<file path="config.mk">
export PLATFORM = sky130hd
export DESIGN_NAME = cp0_intc
export DESIGN_NICKNAME = d
export VERILOG_FILES = /design/src/rtl/cp0_intc.sv
export SDC_FILE = /design/constraint.sdc
export NUM_CORES = 1
export LEC_CHECK = 0
export BUFFER_PORTS_ARGS = -buffer_cell sky130_fd_sc_hd__clkbuf_2
export CORE_ASPECT_RATIO = 1.4
export CORE_MARGIN = 4
export CORE_UTILIZATION = 25
export CTS_CLUSTER_DIAMETER = 150
export DETAILED_ROUTE_END_ITERATION = 16
export GPL_ROUTABILITY_DRIVEN = 0
export GPL_TIMING_DRIVEN = 0
export PLACE_DENSITY = 0.6
export SLEW_MARGIN = 0
export SYNTH_ARGS = -nofsm -noshare
export SYNTH_HDL_FRONTEND = slang
export SYNTH_SLANG_ARGS = --single-unit
export TNS_END_PERCENT = 20
</file>
<file path="constraint.sdc">
create_clock -name clock -period 1.9 [get_ports clock]
set_input_delay 0.285 -clock clock [delete_from_list [all_inputs] [get_ports clock]]
set_output_delay 0.285 -clock clock [all_outputs]
set_load 0.01 [all_outputs]
</file>
<file path="src/rtl/cp0_intc.sv">
// CP0 interrupt/exception controller: Status, Cause and EPC, irq synchronisers,
// level/edge interrupt pending logic, event arbitration and an IE nesting stack.
module cp0_intc #(
  parameter int              NIRQ        = 6,
  parameter logic [NIRQ-1:0] EDGE_MASK   = '0,
  parameter int              SYNC_STG    = 2,
  parameter int              NEST_DEPTH  = 4,
  parameter logic [31:0]     EXC_BASE    = 32'h0000_0008,
  parameter bit              VECTORED    = 1'b0,
  parameter logic [31:0]     VEC_SPACING = 32'h20
) (
  input  logic            clock,
  input  logic            reset,
  input  logic [NIRQ-1:0] irq,
  input  logic            inst_valid,
  input  logic [31:0]     pc,
  input  logic [31:0]     npc,
  input  logic            exc_ri,
  input  logic            exc_sys,
  input  logic            exc_ov,
  input  logic            eret,
  input  logic            mtc0,
  input  logic            mfc0,
  input  logic [4:0]      c0_sel,
  input  logic [31:0]     wdata,
  output logic [31:0]     rdata,
  output logic [1:0]      selpc,
  output logic [31:0]     target,
  output logic            exc_take,
  output logic            inta,
  output logic            kill,
  output logic            nest_ovf
);

  localparam int              LW      = $clog2(NEST_DEPTH + 1);
  localparam logic [LW-1:0]   LVL_MAX = LW'(NEST_DEPTH);

  localparam logic [0:0] ST_RUN    = 1'b0;
  localparam logic [0:0] ST_SHADOW = 1'b1;

  localparam logic [4:0] SEL_STATUS = 5'd12;
  localparam logic [4:0] SEL_CAUSE  = 5'd13;
  localparam logic [4:0] SEL_EPC    = 5'd14;

  localparam logic [4:0] CODE_INT = 5'd0;
  localparam logic [4:0] CODE_SYS = 5'd8;
  localparam logic [4:0] CODE_RI  = 5'd10;
  localparam logic [4:0] CODE_OV  = 5'd12;

  logic [SYNC_STG-1:0][NIRQ-1:0] sync_q;
  logic [NIRQ-1:0]       synced, synced_d, edge_ip, ip, pending, edge_clr, im;
  logic [NEST_DEPTH-1:0] ie_stack;
  logic [4:0]            exc_code, entry_code;
  logic [31:0]           epc, win_idx, status_rd, cause_rd;
  logic [LW-1:0]         level;
  logic [0:0]            state;
  logic                  exc_any, sync_exc, int_take, eret_take, mtc0_take, entry, found;

  assign synced  = sync_q[SYNC_STG-1];
  assign ip      = (synced & ~EDGE_MASK) | (edge_ip & EDGE_MASK);
  assign pending = ip & im;

  // Event qualification; exceptions outrank eret, which outranks interrupts
  assign exc_any   = exc_ri | exc_sys | exc_ov;
  assign sync_exc  = !reset && inst_valid && exc_any;
  assign eret_take = !reset && inst_valid && !exc_any && eret;
  assign mtc0_take = !reset && inst_valid && !exc_any && !eret && mtc0;
  assign int_take  = !reset && inst_valid && !exc_any && !eret && !mtc0 &&
                     (state == ST_RUN) && ie_stack[0] && (|pending);
  assign entry     = sync_exc || int_take;

  // Lowest-numbered pending, enabled line wins
  always_comb begin
    win_idx = '0;
    found   = 1'b0;
    for (int unsigned i = 0; i < NIRQ; i++) begin
      if (pending[i] && !found) begin
        win_idx = i;
        found   = 1'b1;
      end
    end
  end

  // ExcCode recorded on entry
  always_comb begin
    if (exc_ri)       entry_code = CODE_RI;
    else if (exc_sys) entry_code = CODE_SYS;
    else if (exc_ov)  entry_code = CODE_OV;
    else              entry_code = CODE_INT;
  end

  // PC override and entry flags
  always_comb begin
    exc_take = entry;
    inta     = int_take;
    kill     = sync_exc;
    selpc    = 2'd0;
    target   = '0;
    if (entry) begin
      selpc  = 2'd2;
      target = EXC_BASE;
      if (int_take && VECTORED)
        target = EXC_BASE + (win_idx + 32'd1) * VEC_SPACING;
    end else if (eret_take) begin
      selpc = 2'd1;
    end
  end

  // mfc0 read mux
  always_comb begin
    status_rd                   = '0;
    status_rd[8 +: NIRQ]        = im;
    status_rd[NEST_DEPTH-1:0]   = ie_stack;
    cause_rd                    = '0;
    cause_rd[8 +: NIRQ]         = ip;
    cause_rd[6:2]               = exc_code;
    rdata                       = '0;
    if (mfc0) begin
      case (c0_sel)
        SEL_STATUS: rdata = status_rd;
        SEL_CAUSE:  rdata = cause_rd;
        SEL_EPC:    rdata = epc;
        default:    rdata = '0;
      endcase
    end
  end

  // irq synchroniser chain plus one delayed copy for rising-edge detection
  always_ff @(posedge clock) begin
    if (reset) begin
      sync_q   <= '0;
      synced_d <= '0;
    end else begin
      sync_q[0] <= irq;
      for (int unsigned s = 1; s < SYNC_STG; s++) sync_q[s] <= sync_q[s-1];
      synced_d <= synced;
    end
  end

  // Edge-line clear sources: mtc0 Cause with a 0 bit, or entry on that line
  always_comb begin
    edge_clr = '0;
    if (mtc0_take && c0_sel == SEL_CAUSE) edge_clr = ~wdata[8 +: NIRQ];
    if (int_take) edge_clr = edge_clr | (NIRQ'(1) << win_idx);
  end

  // Latched edge pending bits; a new rising edge wins over a clear
  always_ff @(posedge clock) begin
    if (reset) edge_ip <= '0;
    else       edge_ip <= ((edge_ip & ~edge_clr) | (synced & ~synced_d)) & EDGE_MASK;
  end

  // Architectural CP0 state and the RUN/SHADOW sequencer, advanced per retired instruction
  always_ff @(posedge clock) begin
    if (reset) begin
      ie_stack <= '0;
      im       <= '0;
      exc_code <= '0;
      epc      <= '0;
      level    <= '0;
      nest_ovf <= 1'b0;
      state    <= ST_RUN;
    end else if (inst_valid) begin
      if (entry) begin
        epc      <= sync_exc ? pc : npc;
        exc_code <= entry_code;
        ie_stack <= ie_stack << 1;
        if (level == LVL_MAX) nest_ovf <= 1'b1;
        else                  level    <= level + LW'(1);
      end else if (eret_take) begin
        ie_stack <= ie_stack >> 1;
        if (level != '0) level <= level - LW'(1);
      end else if (mtc0_take) begin
        case (c0_sel)
          SEL_STATUS: begin
            ie_stack <= wdata[NEST_DEPTH-1:0];
            im       <= wdata[8 +: NIRQ];
          end
          SEL_EPC: epc <= wdata;
          default: ;
        endcase
      end
      state <= (eret_take || (mtc0_take && c0_sel == SEL_STATUS)) ? ST_SHADOW : ST_RUN;
    end
  end

endmodule
</file>
==> run_results.csv, run 1 <==
group,metric,value,unit
timing,skew,0.009203,ns
synth,ys_ff_latch,62,
clock_network,insertion_delay,0.33,ns
global_routing,grt_pass1_vias,3733,
placement,place_area,0.004482,sq mm
timing,setup_slack,-0.1202,ns
placement,port_buffers,153,
critical_path,crit_type,"reg2reg",
hold_path,hp-class,"in2reg",
critical_path,path_max_fanout,3,
timing,maxSlewViolCount,0,
critical_path,path_cells,"a22oi_2 -> nand3_2 -> a31oi_2 -> buf_4 -> buf_8 -> xor2_1 -> ha_2 -> o21bai_4 -> o221ai_2 -> a32o_1",
synth,synth.distinct_cells,40,
critical_path,cp-start-kind,"register",
critical_path,cp.arrival,2.24,ns
clock_network,ctsLongestPathBuffers,2,
clock_network,cts_hold_buf,0,
placement,dp_hpwl,9802,um
timing,max_freq,495.0,MHz
floorplanning,io_pins,186,
synth,synth_area_per_cell,8.198,sq um
timing,hold_violations,0,
power_and_ir_drop,powerDensity,769.3,mW/mm^2
floorplanning,die_w,106.1,um
synth,syn_inst,411,
clock_network,clk_pin_slew_worst_paths,0.06,ns
critical_path,cp_slowest_stage_delay,0.32,ns
timing,setup_viol,3,
synth,ys.warnings.count,0,
global_routing,grt_pass1_wl,19350,um
critical_path,worstSetupEndpointType,"register",
status,violations,"negative setup slack",
global_routing,grt_usage,15.97,%
finish,multi_input_area,0.001849,sq mm
placement,placedCellCount,772,
critical_path,crit_slowest_cell,"dfxtp_2",
route,drtIter0Drc,140,
finish,final-instance-count-excl-fill,795,
run,maxCapViolCount,0,
clock_network,cts_buffers,9,
floorplanning,num_rows,49,
status,outcome,"finished, violations left",
timing,period_minus_slack,2.020,ns
clock_network,cts_sinks,62,
finish,antennaDiodeCount,0,
global_routing,overflow,0,
finish,fin_area,0.004959,sq mm
power_and_ir_drop,max-vdd-ir-drop,0.2973,mV
route,vias,3703,
finish,fill_cells,1425,
route,drcViolationCount,0,
floorplanning,core-area,0.01300,sq mm
finish,finish.utilization,38.15,%
clock_network,h-tree-depth,3,
route,viasPerCell,4.658,
finish,area_growth,47.16,%
power_and_ir_drop,power.leakage,2.288,nW
timing,rsz0062_at_grt,"true",
finish,nNetsFinal,729,
route,ant_nets,0,
route,wl_per_cell,15.77,um
critical_path,worstPathRequired,2.12,ns
clock_network,cts_tree,"done",
floorplanning,initial_core_util,25.92,%
finish,layout-drive-gt1-share,40.36,%
global_routing,grt_max_degree,12,
floorplanning,dieArea,0.01543,sq mm
global_routing,antenna_found_initial,0,
timing,slew-limit-headroom,60.16,%
route,dr.pass1.iters,4,
floorplanning,fp.dieH,145.4,um
timing,worst_slew_pin_slew,0.5976,ns
route,routed_wl,12540,um
synth,synthesis.area,0.003369,sq mm
finish,seqCellArea,0.001245,sq mm
power_and_ir_drop,power,3.815,mW
synth,synth_seq_area_share,36.84,%
clock_network,cts-root-buf,"clkbuf_16",
timing,period_share,106.3,%
[area by class of cell]
type,count,share of cell area [%]
Sequential cell,62,25.11
Inverter,7,0.5299
Clock inverter,5,2.145
Clock buffer,11,4.895
Multi-Input combinational cell,305,37.29
Tap cell,178,4.492
Timing Repair Buffer,160,16.50
Buffer,67,9.034
[critical path: cells and delay by family (launching register included)]
family	cells	cell delay, ns
XOR/XNOR	1	0.17
AO/OA/AOI/OAI	5	0.81
adder cells (fa/ha/maj)	1	0.21
AND/OR/NAND/NOR	1	0.15
flip-flops	1	0.32
buffers and inverters	2	0.25
[power by group]
group / total, mW / internal (mW) / leakage [nW] / switching, mW
Clock: 1.92 / 1.32 / 0.166 / 0.596
Sequential: 1.40 / 1.36 / 0.508 / 0.0375
Combinational: 0.501 / 0.259 / 1.61 / 0.242
Total: 3.81 / 2.94 / 2.29 / 0.876
[what timing repair did]
item / CTS / global route
resized for setup: 11 / 12
pin swaps: 6 / 3
setup endpoints to repair: 16 / 37
setup buffers: 7 / 0
[routing by layer]
metal | GRT usage [%] | vias up | wire length, um
met1 | 18.34 | 1715 | 4948
li1 | - | 1803 | -
met5 | 0 | - | 0
met3 | 4.039 | 22 | 911
met2 | 28.20 | 163 | 6440
met4 | 5.962 | 0 | 239
[cells by family (layout without fill, tap and decap cells)]
logic type      count (synthesis)  count (layout)  synth area share, %
compound gates                 97              97                19.94
xor+xnor                        1               1               0.2600
fa+ha+maj                       1               1               0.3713
buf+inv                        74             250                13.15
flops                          62              62                36.84
mux                            19              19                5.681
other cells                     1              31               0.1113
simple gates                  156             156                23.65
[final timing paths]
path                   from   endpoint  slack, ns  cells after the start
hold / removal       irq[1]  sync_q[1]       0.18                      2
setup / recovery      ip[0]   level[2]      -0.12                     10
hold reg to reg   sync_q[3]      ip[3]       0.43                      1
setup reg to reg      ip[0]   level[2]      -0.12                     10
[cells in the mapped netlist (all sizes together)]
cell | n | share of area [%]
a22o | 1 | 0.26
nand2b | 3 | 0.56
o211ai | 2 | 0.45
a21oi | 10 | 1.5
nand4 | 1 | 0.19
a32o | 1 | 0.30
conb | 1 | 0.11
nor2b | 17 | 3.2
mux2 | 1 | 0.33
a2bb2oi | 2 | 0.52
or3 | 1 | 0.33
o21ai | 3 | 0.45
a22oi | 37 | 8.2
nand2 | 36 | 4.0
ha | 1 | 0.37
o221ai | 1 | 0.26
clkbuf | 15 | 1.7
o21bai | 1 | 0.22
nor4 | 1 | 0.19
dfxtp | 62 | 37
nand3 | 34 | 5.1
nor3b | 1 | 0.37
mux2i | 18 | 5.3
a221oi | 2 | 0.89
or2 | 1 | 0.19
and3b | 1 | 0.26
and2 | 21 | 3.9
xor2 | 1 | 0.26
inv | 7 | 0.78
buf | 52 | 11
and3 | 3 | 0.71
nor3 | 6 | 1.2
or4b | 1 | 0.30
o22ai | 3 | 0.56
nor2 | 29 | 3.2
a31oi | 34 | 6.3
[metrics by stage]
stage | hold slack, ns | worst slack (ns) | TNS (ns)
2_1_floorplan | 0.4132 | -0.04967 | -0.04967
3_3_place_gp | 0.4311 | -0.3400 | -1.342
3_5_place_dp | 0.4278 | -0.4375 | -2.807
4_1_cts | 0.1685 | -0.1292 | -0.3987
5_1_grt | 0.1714 | -0.2316 | -0.8201
6_report | 0.1778 | -0.1202 | -0.3452
[registers in the layout (all words and copies together), names as in the netlist]
register	flops
epc	32
im	6
ip	6
sync_q	6
ie_stack	4
exc_code	3
level	3
nest_ovf	1
state	1
[placed cells by master (no fill, tap or decap), types with 10 or more instances in the layout]
cell / netlist / routed
nand3_1: 34 / 33
nand2_1: 36 / 36
buf_4: 35 / 45
mux2i_1: 18 / 18
clkbuf_2: 0 / 155
a21oi_1: 10 / 10
clkbuf_1: 15 / 14
dfxtp_1: 62 / 59
a31oi_1: 34 / 33
nor2b_1: 17 / 17
nor2_1: 29 / 29
a22oi_1: 37 / 34
and2_1: 21 / 21
conb_1: 1 / 31
No activity file was read; power rests on OpenSTA's default activity.
==> run 2, diff against run 1 <==
--- a/config.mk
+++ b/config.mk
@@ -6,7 +6,7 @@
 export NUM_CORES = 1
 export LEC_CHECK = 0
 export BUFFER_PORTS_ARGS = -buffer_cell sky130_fd_sc_hd__clkbuf_2
-export CORE_ASPECT_RATIO = 1.4
+export CORE_ASPECT_RATIO = 0.75
 export CORE_MARGIN = 4
 export CORE_UTILIZATION = 25
 export CTS_CLUSTER_DIAMETER = 150
==> run 2 against run 1 <==
The flow still finishes with violations (negative setup slack). Clock power decreased by 19%. Critical path depth unchanged. Clock skew increased by 0.00054 ns. Sequential share of layout area is 0.15 points higher. Core utilization shrank 0.54 points. Hold slack got worse by 0.023 ns. Flip-flop and latch count unchanged. Sequential power barely moved. Largest cell class unchanged.
==> run_results.csv, run 2 (same netlist as run 1, synthesis figures left out) <==
group,metric,value,unit
status,outcome,"finished, violations left",
status,violations,"negative setup slack",
timing,skew,0.009745,ns
power_and_ir_drop,power.leakage,2.253,nW
clock_network,cts_buffers,9,
route,ant_nets,0,
timing,rsz0062_at_grt,"true",
floorplanning,initial_core_util,25.71,%
route,wl_per_cell,15.41,um
finish,layout-drive-gt1-share,40.81,%
floorplanning,num_rows,36,
clock_network,cts-root-buf,"clkbuf_16",
timing,hold_violations,0,
clock_network,h-tree-depth,3,
timing,period_minus_slack,2.046,ns
route,drtIter0Drc,270,
timing,period_share,107.7,%
placement,port_buffers,153,
floorplanning,die_w,142.1,um
power_and_ir_drop,powerDensity,703.0,mW/mm^2
route,viasPerCell,4.691,
critical_path,crit_slowest_cell,"dfxtp_2",
finish,nNetsFinal,727,
clock_network,clk_pin_slew_worst_paths,0.06,ns
critical_path,cp_slowest_stage_delay,0.32,ns
floorplanning,fp.dieH,108.5,um
placement,dp_hpwl,9590,um
finish,area_growth,46.31,%
finish,largest_reg_flops,32,
critical_path,worstSetupEndpointType,"register",
critical_path,path_cells,"a22oi_2 -> nand3_2 -> a31oi_4 -> buf_6 -> buf_8 -> xor2_1 -> ha_2 -> o21bai_4 -> o221ai_2 -> a32o_1",
timing,maxSlewViolCount,0,
finish,final_cell_mix,"153 x clkbuf_2, 59 x dfxtp_1, 39 x buf_4",
global_routing,grt_pass1_vias,3546,
timing,worst_slew_pin_slew,0.6150,ns
hold_path,hp-class,"in2reg",
clock_network,cts_tree,"done",
route,drcViolationCount,0,
global_routing,antenna_found_initial,0,
global_routing,grt_usage,15.45,%
timing,setup_viol,5,
power_and_ir_drop,max-vdd-ir-drop,0.4247,mV
finish,final_common_cell,"clkbuf_2",
floorplanning,io_pins,186,
route,vias,3687,
timing,setup_slack,-0.1457,ns
route,dr.pass1.iters,5,
critical_path,cp-start-kind,"register",
finish,fin_area,0.004930,sq mm
floorplanning,core-area,0.01311,sq mm
critical_path,cp.arrival,2.27,ns
floorplanning,dieArea,0.01542,sq mm
placement,place_area,0.004473,sq mm
global_routing,grt_pass1_wl,18440,um
power_and_ir_drop,power,3.466,mW
global_routing,overflow,0,
global_routing,grt_max_degree,14,
finish,regMostFlops,"epc",
clock_network,ctsLongestPathBuffers,2,
clock_network,cts_sinks,62,
finish,fill_cells,1377,
clock_network,insertion_delay,0.34,ns
timing,slew-limit-headroom,59.00,%
route,routed_wl,12110,um
run,maxCapViolCount,0,
critical_path,crit_type,"reg2reg",
critical_path,worstPathRequired,2.12,ns
finish,antennaDiodeCount,0,
critical_path,path_max_fanout,4,
timing,max_freq,488.8,MHz
## run 2: worst paths after layout
path / from / to / slack [ns] / depth (start not counted)
max: im[0] / level[2] / -0.15 / 10
min: irq[1] / sync_q[1] / 0.15 / 2
max reg2reg: im[0] / level[2] / -0.15 / 10
min reg2reg: sync_q[2] / ip[2] / 0.44 / 1
## run 2: cell type report
cell class / count / area, sq um / area share (%)
Multi-Input combinational cell: 305 / 1867 / 37.87
Sequential cell: 62 / 1245 / 25.25
Timing Repair Buffer: 158 / 818.3 / 16.60
Buffer: 67 / 474.2 / 9.619
Clock buffer: 9 / 225.2 / 4.569
Tap cell: 171 / 214.0 / 4.340
Clock inverter: 7 / 57.56 / 1.168
Inverter: 7 / 28.78 / 0.5838
## run 2: routing by layer
layer  vias up  track usage, %  wire length [um]
met3        10           3.537              1063
met2       151           25.39              5814
li1       1798               -                 -
met4         0           3.904               112
met1      1728           20.53              5123
met5         -               0                 0
## run 2: stage by stage
step	utilization [%]	setup WS, ns	setup TNS, ns	hold slack [ns]	std cells
after detailed placement	34.13	-0.4404	-8.137	0.4291	765
after floorplan	-	-0.04967	-0.04967	0.4132	441
final	37.61	-0.1457	-0.3991	0.1544	786
after global placement	34.13	-0.4006	-6.325	0.4275	765
after CTS	37.14	-0.1411	-0.3841	0.1497	786
after global routing	37.61	-0.2603	-0.9490	0.1519	786
## run 2: what timing repair did
action,4_1_cts,5_1_grt
setup buffers,5,1
pin swaps,5,3
setup endpoints to repair,26,44
resized for setup,19,22
hold buffers,0,0
## run 2: power by group
group	switching (mW)	internal (mW)	leakage, nW
Sequential	0.0358	1.36	0.508
Clock	0.660	0.895	0.129
Combinational	0.249	0.266	1.62
## run 2: worst max-delay path, delay by kind of cell (launching register included)
| kind | cells | cell delay (ns) |
|---|---|---|
| compound gates | 5 | 0.82 |
| flops | 1 | 0.32 |
| buf+inv | 2 | 0.24 |
| fa+ha+maj | 1 | 0.21 |
| simple gates | 1 | 0.18 |
| xor+xnor | 1 | 0.15 |
==> run 3, diff against run 2 <==
--- a/config.mk
+++ b/config.mk
@@ -9,6 +9,7 @@
 export CORE_ASPECT_RATIO = 0.75
 export CORE_MARGIN = 4
 export CORE_UTILIZATION = 25
+export CTS_BUF_LIST = sky130_fd_sc_hd__clkbuf_4
 export CTS_CLUSTER_DIAMETER = 150
 export DETAILED_ROUTE_END_ITERATION = 16
 export GPL_ROUTABILITY_DRIVEN = 0
==> run 3 against run 2 <==
The run still ends with negative setup slack left. Wire length increased by 0.78%. Combinational power increased by 2%. Worst setup slack got worse by 0.11 ns. Maximum frequency decreased by 5.0%. Power decreased by 20%. Final area decreased by 2.4%. Flip-flop and latch count unchanged. Clock power decreased by 45%. Clock-buffer cell count unchanged.
==> run_results.csv, run 3 (same netlist as run 1, synthesis figures left out) <==
group,metric,value,unit
status,outcome,"finished, violations left",
status,violations,"negative setup slack",
floorplanning,die_w,142.1,um
finish,nNetsFinal,729,
placement,post-place-ws,-0.4404,ns
timing,hold_violations,0,
clock_network,clk_pin_slew_worst_paths,0.13,ns
global_routing,grt_max_degree,14,
critical_path,path_cells,"a22oi_2 -> nand3_2 -> a31oi_4 -> buf_6 -> buf_8 -> inv_4 -> buf_6 -> clkbuf_8",
placement,dp_hpwl,9590,um
finish,area_growth,42.74,%
route,drtIter0Drc,223,
timing,period_share,113.4,%
finish,regMostFlops,"epc",
finish,final_common_cell,"clkbuf_2",
timing,period_minus_slack,2.154,ns
timing,slew-limit-headroom,58.47,%
global_routing,grt_usage,15.44,%
clock_network,cts_sinks,62,
floorplanning,core-area,0.01311,sq mm
route,viasPerCell,4.701,
global_routing,grt_pass1_vias,3539,
global_routing,overflow,0,
power_and_ir_drop,power.switching,0.8684,mW
timing,worst_slew_pin_slew,0.6229,ns
critical_path,reg2reg_depth,10,
clock_network,insertion_delay,0.44,ns
route,drcViolationCount,0,
timing,maxSlewViolCount,0,
route,vias,3704,
route,dr.pass1.iters,5,
critical_path,crit_type,"reg2out",
timing,setup_tns,-0.9099,ns
finish,fill_cells,1394,
power_and_ir_drop,pwr-share-comb,18.9,%
critical_path,path_max_fanout,4,
power_and_ir_drop,powerDensity,578.0,mW/mm^2
floorplanning,num_rows,36,
timing,setup_viol,5,
floorplanning,io_pins,186,
global_routing,antenna_found_initial,0,
power_and_ir_drop,swShare,31.23,%
critical_path,cp_slowest_stage_delay,0.35,ns
critical_path,r2r_setup_slack,-0.17,ns
clock_network,cts_buffers,9,
floorplanning,dieArea,0.01542,sq mm
clock_network,cts-root-buf,"clkbuf_4",
timing,setup_slack,-0.2541,ns
route,ant_nets,0,
critical_path,critPathLaunch,"im[0]",
clock_network,cts_tree,"done",
floorplanning,initial_core_util,25.71,%
global_routing,grt_pass1_wl,18370,um
critical_path,cp_common_cell,"buf_6",
placement,place_area,0.004473,sq mm
power_and_ir_drop,internal_power,1.912,mW
timing,skew,0.01989,ns
critical_path,worstSetupEndpointType,"output pin",
finish,final-instance-count-excl-fill,788,
power_and_ir_drop,power.leakage,2.195,nW
finish,finish.utilization,36.69,%
run,maxCapViolCount,0,
clock_network,h-tree-depth,3,
finish,seqCellArea,0.001250,sq mm
finish,antennaDiodeCount,0,
finish,largest_reg_flops,32,
timing,timing.hold.ws,0.04012,ns
critical_path,crit_slowest_cell,"dfxtp_2",
route,wl_per_cell,15.49,um
power_and_ir_drop,power,2.780,mW
timing,max_freq,464.2,MHz
critical_path,worstPathRequired,1.62,ns
critical_path,cp-start-kind,"register",
power_and_ir_drop,clockPowerShare,30.9,%
clock_network,ctsLongestPathBuffers,2,
power_and_ir_drop,p_seq_share,50.2,%
finish,fin_area,0.004810,sq mm
floorplanning,fp.dieH,108.5,um
finish,layout-drive-gt1-share,41.82,%
hold_path,hp-class,"in2reg",
finish,multi_input_area,0.001879,sq mm
critical_path,r2r_end,"level[2]",
finish,final_cell_mix,"151 x clkbuf_2, 55 x dfxtp_1, 40 x buf_4",
route,routed_wl,12210,um
critical_path,worstSetupEndpoint,"selpc[1]",
placement,port_buffers,153,
timing,rsz0062_at_grt,"true",
power_and_ir_drop,max-vdd-ir-drop,0.2043,mV
placement,placedCellCount,765,
critical_path,cp.arrival,1.87,ns
critical_path,r2r_start,"im[0]",
==> run 3: cell types whose count changed in the layout (fill, tap and decap cells not counted), sizes merged <==
cell	before	now
buf	58	59
dlygate4sd3	0	1
==> run 3: per-layer routing <==
layer / vias to the layer above / GRT usage [%] / share of wire [%]
met5: - / 0 / 0
met4: 0 / 4.521 / 1.0
met3: 10 / 3.537 / 7.4
met2: 149 / 25.32 / 48
met1: 1742 / 20.31 / 44
li1: 1803 / - / -
==> run 3: worst min path at each step <==
stage	from	to	slack [ns]	cells after the start
after detailed placement	sync_q[2]	ip[2]	0.43	1
after global routing	irq[3]	sync_q[3]	0.006	2
after floorplan	irq[0]	sync_q[0]	0.41	1
after global placement	sync_q[2]	ip[2]	0.43	1
after CTS	irq[2]	sync_q[2]	0.02	2
final	irq[1]	sync_q[1]	0.04	2
==> run 3: what timing repair did <==
action | in CTS | in global routing
endpoints found under the hold margin | 0 | 1
resized for setup | 22 | 24
gates cloned | 0 | 0
pin swaps | 6 | 3
setup endpoints to repair | 26 | 36
hold buffers | 0 | 1
setup buffers | 5 | 2
==> run 3: area by class of cell <==
| cell class | instances | area share, % |
|---|---|---|
| well taps | 171 | 4.448 |
| clock inverters | 7 | 1.197 |
| repair buffers | 160 | 17.38 |
| flip-flops and latches | 62 | 25.99 |
| clock buffers | 9 | 1.405 |
| plain buffers | 67 | 9.912 |
| multi-input cells | 305 | 39.07 |
| inverters | 7 | 0.5983 |
==> run 3: worst max-delay path, delay by kind of cell, from the launching register on <==
family	cells	cell delay [ns]
AOI/OAI and AO/OA	2	0.39
buffers and inverters	5	0.51
DFF	1	0.35
and+or+nand+nor	1	0.18
==> run 3: power groups by stage <==
stage          clock network [mW]  logic, mW  registers (mW)
2_1_floorplan                   0      0.282            1.41
3_3_place_gp                    0      0.465            1.42
3_5_place_dp                    0      0.475            1.42
4_1_cts                     0.895      0.504            1.39
5_1_grt                     0.955      0.581            1.40
6_report                    0.859      0.526            1.40
